===== config.mk =====
export PLATFORM = sky130hd
export DESIGN_NAME = pipe_stall_ctrl
export DESIGN_NICKNAME = d
export VERILOG_FILES = /design/src/rtl/pipe_stall_ctrl_pkg.sv /design/src/rtl/pipe_stall_ctrl_hazard_detect.sv /design/src/rtl/pipe_stall_ctrl.sv
export SDC_FILE = /design/constraint.sdc
export NUM_CORES = 1
export LEC_CHECK = 0
export ABC_AREA = 1
export CAP_MARGIN = 20
export CORE_MARGIN = 1.5
export CORE_UTILIZATION = 25
export CTS_CLUSTER_SIZE = 10
export DETAILED_ROUTE_END_ITERATION = 10
export GPL_TIMING_DRIVEN = 0
export SYNTH_ARGS = -nofsm -noshare
export SYNTH_HDL_FRONTEND = slang
export SYNTH_SLANG_ARGS = --single-unit

===== constraint.sdc =====
create_clock -name clk -period 1.7 [get_ports clk]
set_input_delay 0.34 -clock clk [delete_from_list [all_inputs] [get_ports clk]]
set_output_delay 0.34 -clock clk [all_outputs]
set_load 0.05 [all_outputs]

===== src/rtl/pipe_stall_ctrl_pkg.sv =====
`default_nettype none
// ============================================================================
// Module      : pipe_stall_ctrl_pkg
// Description : Shared stall-bus types, stall patterns and FSM state
//               encodings for the pipeline stall scheduler.
// Revision    : 1.0 - initial release
// ============================================================================
package pipe_stall_ctrl_pkg;

    localparam int STALL_W = 6;

    // One hold bit per stage register: bit0 PC .. bit5 WB
    typedef logic [STALL_W-1:0] stall_bus_t;

    localparam logic STOP    = 1'b1;
    localparam logic NO_STOP = 1'b0;

    // Load-use: PC/IF/ID held, EX takes a bubble
    localparam stall_bus_t STALL_NONE    = {NO_STOP, NO_STOP, NO_STOP, NO_STOP, NO_STOP, NO_STOP};
    localparam stall_bus_t STALL_LOADUSE = {NO_STOP, NO_STOP, NO_STOP, STOP,    STOP,    STOP};
    // Divide: PC..EX held, MEM takes a bubble
    localparam stall_bus_t STALL_DIV     = {NO_STOP, NO_STOP, STOP,    STOP,    STOP,    STOP};

    typedef enum logic [1:0] {
        ST_IDLE      = 2'd0,
        ST_LOAD_HOLD = 2'd1,
        ST_DIV_RUN   = 2'd2
    } state_t;

endpackage : pipe_stall_ctrl_pkg
`default_nettype wire


===== src/rtl/pipe_stall_ctrl_hazard_detect.sv =====
`default_nettype none
// ============================================================================
// Module      : pipe_stall_ctrl_hazard_detect
// Description : Combinational load-use hazard term between the EX-stage load
//               and the ID-stage source operands. $zero never hazards.
// Revision    : 1.0 - initial release
// ============================================================================
module pipe_stall_ctrl_hazard_detect (
    input  logic       id_valid,
    input  logic [4:0] id_rs,
    input  logic [4:0] id_rt,
    input  logic       id_use_rs,
    input  logic       id_use_rt,
    input  logic       ex_is_load,
    input  logic       ex_rf_we,
    input  logic [4:0] ex_rf_waddr,
    output logic       hz
);

    logic w_rs_match;
    logic w_rt_match;
    logic w_ex_loads_reg;

    // Raise the hazard when ID reads a register the EX load has not yet produced
    always_comb begin
        w_ex_loads_reg = ex_is_load & ex_rf_we & (ex_rf_waddr != 5'd0);
        w_rs_match     = id_use_rs & (id_rs == ex_rf_waddr);
        w_rt_match     = id_use_rt & (id_rt == ex_rf_waddr);
        hz             = id_valid & w_ex_loads_reg & (w_rs_match | w_rt_match);
    end

endmodule : pipe_stall_ctrl_hazard_detect
`default_nettype wire


===== src/rtl/pipe_stall_ctrl.sv =====
`default_nettype none
// ============================================================================
// Module      : pipe_stall_ctrl
// Description : Central stall scheduler. Holds ID behind load-use hazards and
//               keeps a divide in EX for DIV_CYCLES cycles, driving the
//               per-stage stall bus plus divider start/done pulses.
// Revision    : 1.0 - initial release
// ============================================================================
module pipe_stall_ctrl
    import pipe_stall_ctrl_pkg::*;
#(
    parameter int LOAD_BUBBLES = 1,
    parameter int DIV_CYCLES   = 33,
    parameter int CNT_W        = 6
) (
    input  logic               clk,
    input  logic               rst,
    input  logic               id_valid,
    input  logic [4:0]         id_rs,
    input  logic [4:0]         id_rt,
    input  logic               id_use_rs,
    input  logic               id_use_rt,
    input  logic               ex_is_load,
    input  logic               ex_rf_we,
    input  logic [4:0]         ex_rf_waddr,
    input  logic               ex_is_div,
    output logic [STALL_W-1:0] stall,
    output logic               div_start,
    output logic               div_done,
    output logic               busy
);

    // Counter preloads: the issue cycle in IDLE is the first of the
    // occupancy, and the counter reaching zero marks the final cycle.
    localparam logic [CNT_W-1:0] C_DIV_INIT  = CNT_W'(DIV_CYCLES - 2);
    localparam logic [CNT_W-1:0] C_LOAD_INIT = (LOAD_BUBBLES > 1) ? CNT_W'(LOAD_BUBBLES - 2) : '0;

    state_t           r_state;
    logic [CNT_W-1:0] r_cnt;
    logic             w_hz;

    pipe_stall_ctrl_hazard_detect u_hazard_detect (
        .id_valid    (id_valid),
        .id_rs       (id_rs),
        .id_rt       (id_rt),
        .id_use_rs   (id_use_rs),
        .id_use_rt   (id_use_rt),
        .ex_is_load  (ex_is_load),
        .ex_rf_we    (ex_rf_we),
        .ex_rf_waddr (ex_rf_waddr),
        .hz          (w_hz)
    );

    // State and cycle counter; divide wins over load-use when both arrive in IDLE
    always_ff @(posedge clk) begin
        if (!rst) begin
            r_state <= ST_IDLE;
            r_cnt   <= '0;
        end else begin
            case (r_state)
                ST_IDLE: begin
                    if (ex_is_div) begin
                        r_cnt   <= C_DIV_INIT;
                        r_state <= ST_DIV_RUN;
                    end else if (w_hz && (LOAD_BUBBLES > 1)) begin
                        r_cnt   <= C_LOAD_INIT;
                        r_state <= ST_LOAD_HOLD;
                    end
                end
                ST_LOAD_HOLD: begin
                    if (r_cnt == '0) begin
                        r_state <= ST_IDLE;
                    end else begin
                        r_cnt <= r_cnt - 1'b1;
                    end
                end
                ST_DIV_RUN: begin
                    if (r_cnt == '0) begin
                        r_state <= ST_IDLE;
                    end else begin
                        r_cnt <= r_cnt - 1'b1;
                    end
                end
                default: begin
                    r_state <= ST_IDLE;
                    r_cnt   <= '0;
                end
            endcase
        end
    end

    // Stall bus and divider handshakes decoded from state, counter and inputs
    always_comb begin
        stall     = STALL_NONE;
        div_start = 1'b0;
        div_done  = 1'b0;
        busy      = (r_state != ST_IDLE);
        case (r_state)
            ST_IDLE: begin
                if (ex_is_div) begin
                    stall     = STALL_DIV;
                    div_start = 1'b1;
                end else if (w_hz) begin
                    stall     = STALL_LOADUSE;
                end
            end
            ST_LOAD_HOLD: begin
                stall = STALL_LOADUSE;
            end
            ST_DIV_RUN: begin
                // Final cycle releases EX so the divide leaves on this edge
                if (r_cnt == '0) begin
                    div_done = 1'b1;
                end else begin
                    stall    = STALL_DIV;
                end
            end
            default: begin
                stall = STALL_NONE;
            end
        endcase
    end

endmodule : pipe_stall_ctrl
`default_nettype wire

==> run_results.csv <==
group,metric,value,unit
pwr,ir_drop,465,uV
worst_hold_path,hold_class,"register to register",
pwr,internal_power,0.000522,W
timing,slew_violations,0,
final_layout,final_cell_area,1200,sq um
floorplanning,die-width,55.2,microns
global_route,antenna_found_initial,0,
timing,hold_viol_final,0,
worst_setup_path,cp.required,1.36,ns
final_layout,drive_above_1_share,27.1,%
routing,wl,2.02,mm
final_layout,register_area,146,sq um
worst_setup_path,cp-end-kind,"output pin",
worst_setup_path,worstReg2RegEnd,"r_cnt[2]",
global_route,grt.met3_usage,2.42,%
timing,rsz0062_at_grt,"yes",
floorplanning,start_util,27.0,%
worst_setup_path,worstRegToRegCells,11,
worst_hold_path,hp-start,"r_cnt[5]",
cts,root_buffer,"clkbuf_4",
pwr,p_sw_share,43.1,%
pwr,p_leak,0.659,nW
final_layout,antenna_cells,0,
global_route,grt_pass1_vias,774,
cts,ctsLongestPathBuffers,2,
logic_synthesis,syn_inst,126,
placed_design,gp_congestion,0.777,
logic_synthesis,ys_warn_count,0,
logic_synthesis,ys_seq_elements,7,
cts,cts.clk_slew.worst_paths,0.06,ns
cts,numCtsBuffers,3,
global_route,top_usage_layer,"met2",
pwr,clkPwrFrac,17.3,%
timing,min_period,1.88,ns
timing,setup_slack,-0.176,ns
worst_hold_path,hold_depth,2,
final_layout,syn_to_final_growth,75.7,%
routing,vias_per_cell,4.36,
worst_setup_path,worst_ep_arrival_time,1.54,ns
logic_synthesis,synth.cell_area,681,sq um
pwr,combPwrFrac,58.6,%
pwr,pwr_density_cell,766,nW/um^2
global_route,gr-usage-met2,27.2,%
floorplanning,ioPinCount,32,
pwr,power_frac_seq,24.2,%
floorplanning,fp.dieH,55.2,microns
worst_setup_path,critPathKind,"register to output pin",
status,status,"complete, but fails checks",
floorplanning,die_area,3040,sq um
routing,num_vias,871,
job,cap_viol_max_count,0,
global_route,grt.overflow.total,0,
global_route,grt_start_max_net_pins,8,
timing,min_period_over_period,110,%
timing,clock.fmax,533,MHz
global_route,met1_usage,16.0,%
routing,drt-wirelength-per-cell,10.1,microns
placed_design,dp_hpwl,1.45,mm
placed_design,dp_slack,-1.05,ns
worst_setup_path,crit_fanout,3,
logic_synthesis,synth.avg_cell_area,5.40,sq um
placed_design,port_buffers,29,
worst_setup_path,crit_path_start_kind,"register",
routing,drt-initial-drc-count,17,
cts,htree_num_levels,1,
final_layout,fin_nets,195,
routing,dr.pass1.iters,4,
routing,drc,0,
pwr,p_sw,0.000395,W
logic_synthesis,synth.distinct_cells,20,
worst_setup_path,ff2ff_setup_slack,0.25,ns
global_route,grt_pass1_wl,3.15,mm
placed_design,dpl_cell_area,1080,sq um
floorplanning,core,2520,sq um
timing,clock_skew,0.00468,ns
logic_synthesis,synth_seq_area_share,20.6,%
status,failed_checks,"setup timing",
cts,clock_latency,0.26,ns
final_layout,nFillCells,281,
cts,cts_tree,"yes",
final_layout,multiInputGateArea,478,sq um
cts,cts.sinks,7,
routing,ant_nets,0,
floorplanning,placementRows,18,
worst_setup_path,r2r_start,"r_cnt[1]",
timing,setup-violations-final,5,
cts,postCtsHoldBufs,0,
worst_hold_path,worst_hold_path.endpoint,"r_cnt[5]",
global_route,grt_use_total,14.4,%
-- critical path, stage by stage, from the launching register on --
cell and delay [ns]:
dfxtp_2 0.32, inv_2 0.06, ha_4 0.13, inv_2 0.04
nor2_4 0.11, nand3_4 0.09, nand2_4 0.10, nand2_8 0.07
inv_8 0.06, nand2_8 0.04, buf_8 0.11, buf_12 0.13
-- placed cells by master, fill, tap and decap left out, drive strengths merged, types with 2 or more instances in the layout --
cell type	instances
nor2	15
nand2	51
a21oi	4
inv	27
clkbuf	4
dfxtp	7
nand3	9
nand4	3
conb	2
clkdlybuf4s50	7
buf	20
dlygate4sd2	16
-- state kept, by name, indices dropped and copies added, names as in the netlist --
signal	cells
r_cnt	6
r_state	1
-- Yosys cell counts, drive strengths merged --
master	instances	share of area, %
o21ai	1	0.73
o211ai	1	1.1
nand4	3	2.8
nor2	15	10
nand2	51	30
dfxtp	7	21
nor3	1	0.73
inv	27	15
buf	4	4.4
conb	1	0.55
a21oi	4	3.5
nand3	9	7.4
ha	1	1.8
nand3b	1	1.1
-- routing by layer --
layer | part of all wire (%) | routed length [microns]
met4 | 0.69 | 14
met2 | 46 | 930
met1 | 43 | 874
met3 | 10 | 202
met5 | 0 | 0
-- cell families after synthesis --
family | count (synthesis) | synth area share (%)
DFF | 7 | 20.6
AOI/OAI and AO/OA | 6 | 5.33
and+or+nand+nor | 80 | 52.4
buffers and inverters | 31 | 19.3
other | 1 | 0.551
adders and majority gates | 1 | 1.84
-- final cells by class --
cell class	instances	area share [%]
Multi-Input combinational cell	89	40.0
Timing Repair Buffer	39	29.7
Sequential cell	7	12.2
Inverter	27	9.31
Buffer	4	3.45
Tap cell	30	3.14
Clock buffer	4	2.20
-- through the flow --
stage	TNS, ns	cells	hold slack [ns]	power, W	utilization [%]
3_3_place_gp	-4.50	186	0.486	0.000676	42.9
4_1_cts	-0.627	196	0.507	0.000884	45.4
2_1_floorplan	-0.0169	127	0.470	0.000543	-
6_report	-0.592	200	0.505	0.000916	47.4
3_5_place_dp	-4.49	186	0.486	0.000681	42.9
5_1_grt	-1.04	200	0.536	0.000988	47.4
-- how the worst max path moves through the flow --
| stage | startpoint | to | slack, ns | cells after the start |
|---|---|---|---|---|
| 2_1_floorplan | r_cnt[0] | stall[1] | -0.01 | 10 |
| 3_3_place_gp | ex_rf_waddr[4] | stall[2] | -1.05 | 11 |
| 3_5_place_dp | ex_rf_waddr[4] | stall[2] | -1.05 | 11 |
| 4_1_cts | r_cnt[1] | stall[2] | -0.20 | 11 |
| 5_1_grt | r_cnt[1] | stall[2] | -0.26 | 11 |
| 6_report | r_cnt[1] | stall[2] | -0.18 | 11 |
-- what timing repair did --
item	in CTS	in global routing
resized for setup	61	6
buffers inserted	6	4
setup endpoints to repair	7	5
pin swaps	13	0
-- power groups by stage --
stage | registers (W) | clock network [W] | logic, W
after floorplan | 0.000229 | 0 | 0.000314
after global placement | 0.000224 | 0 | 0.000452
after detailed placement | 0.000225 | 0 | 0.000456
after CTS | 0.000222 | 0.000166 | 0.000496
after global routing | 0.000225 | 0.000178 | 0.000585
final | 0.000221 | 0.000158 | 0.000537
(Power assumes the default switching activity.)
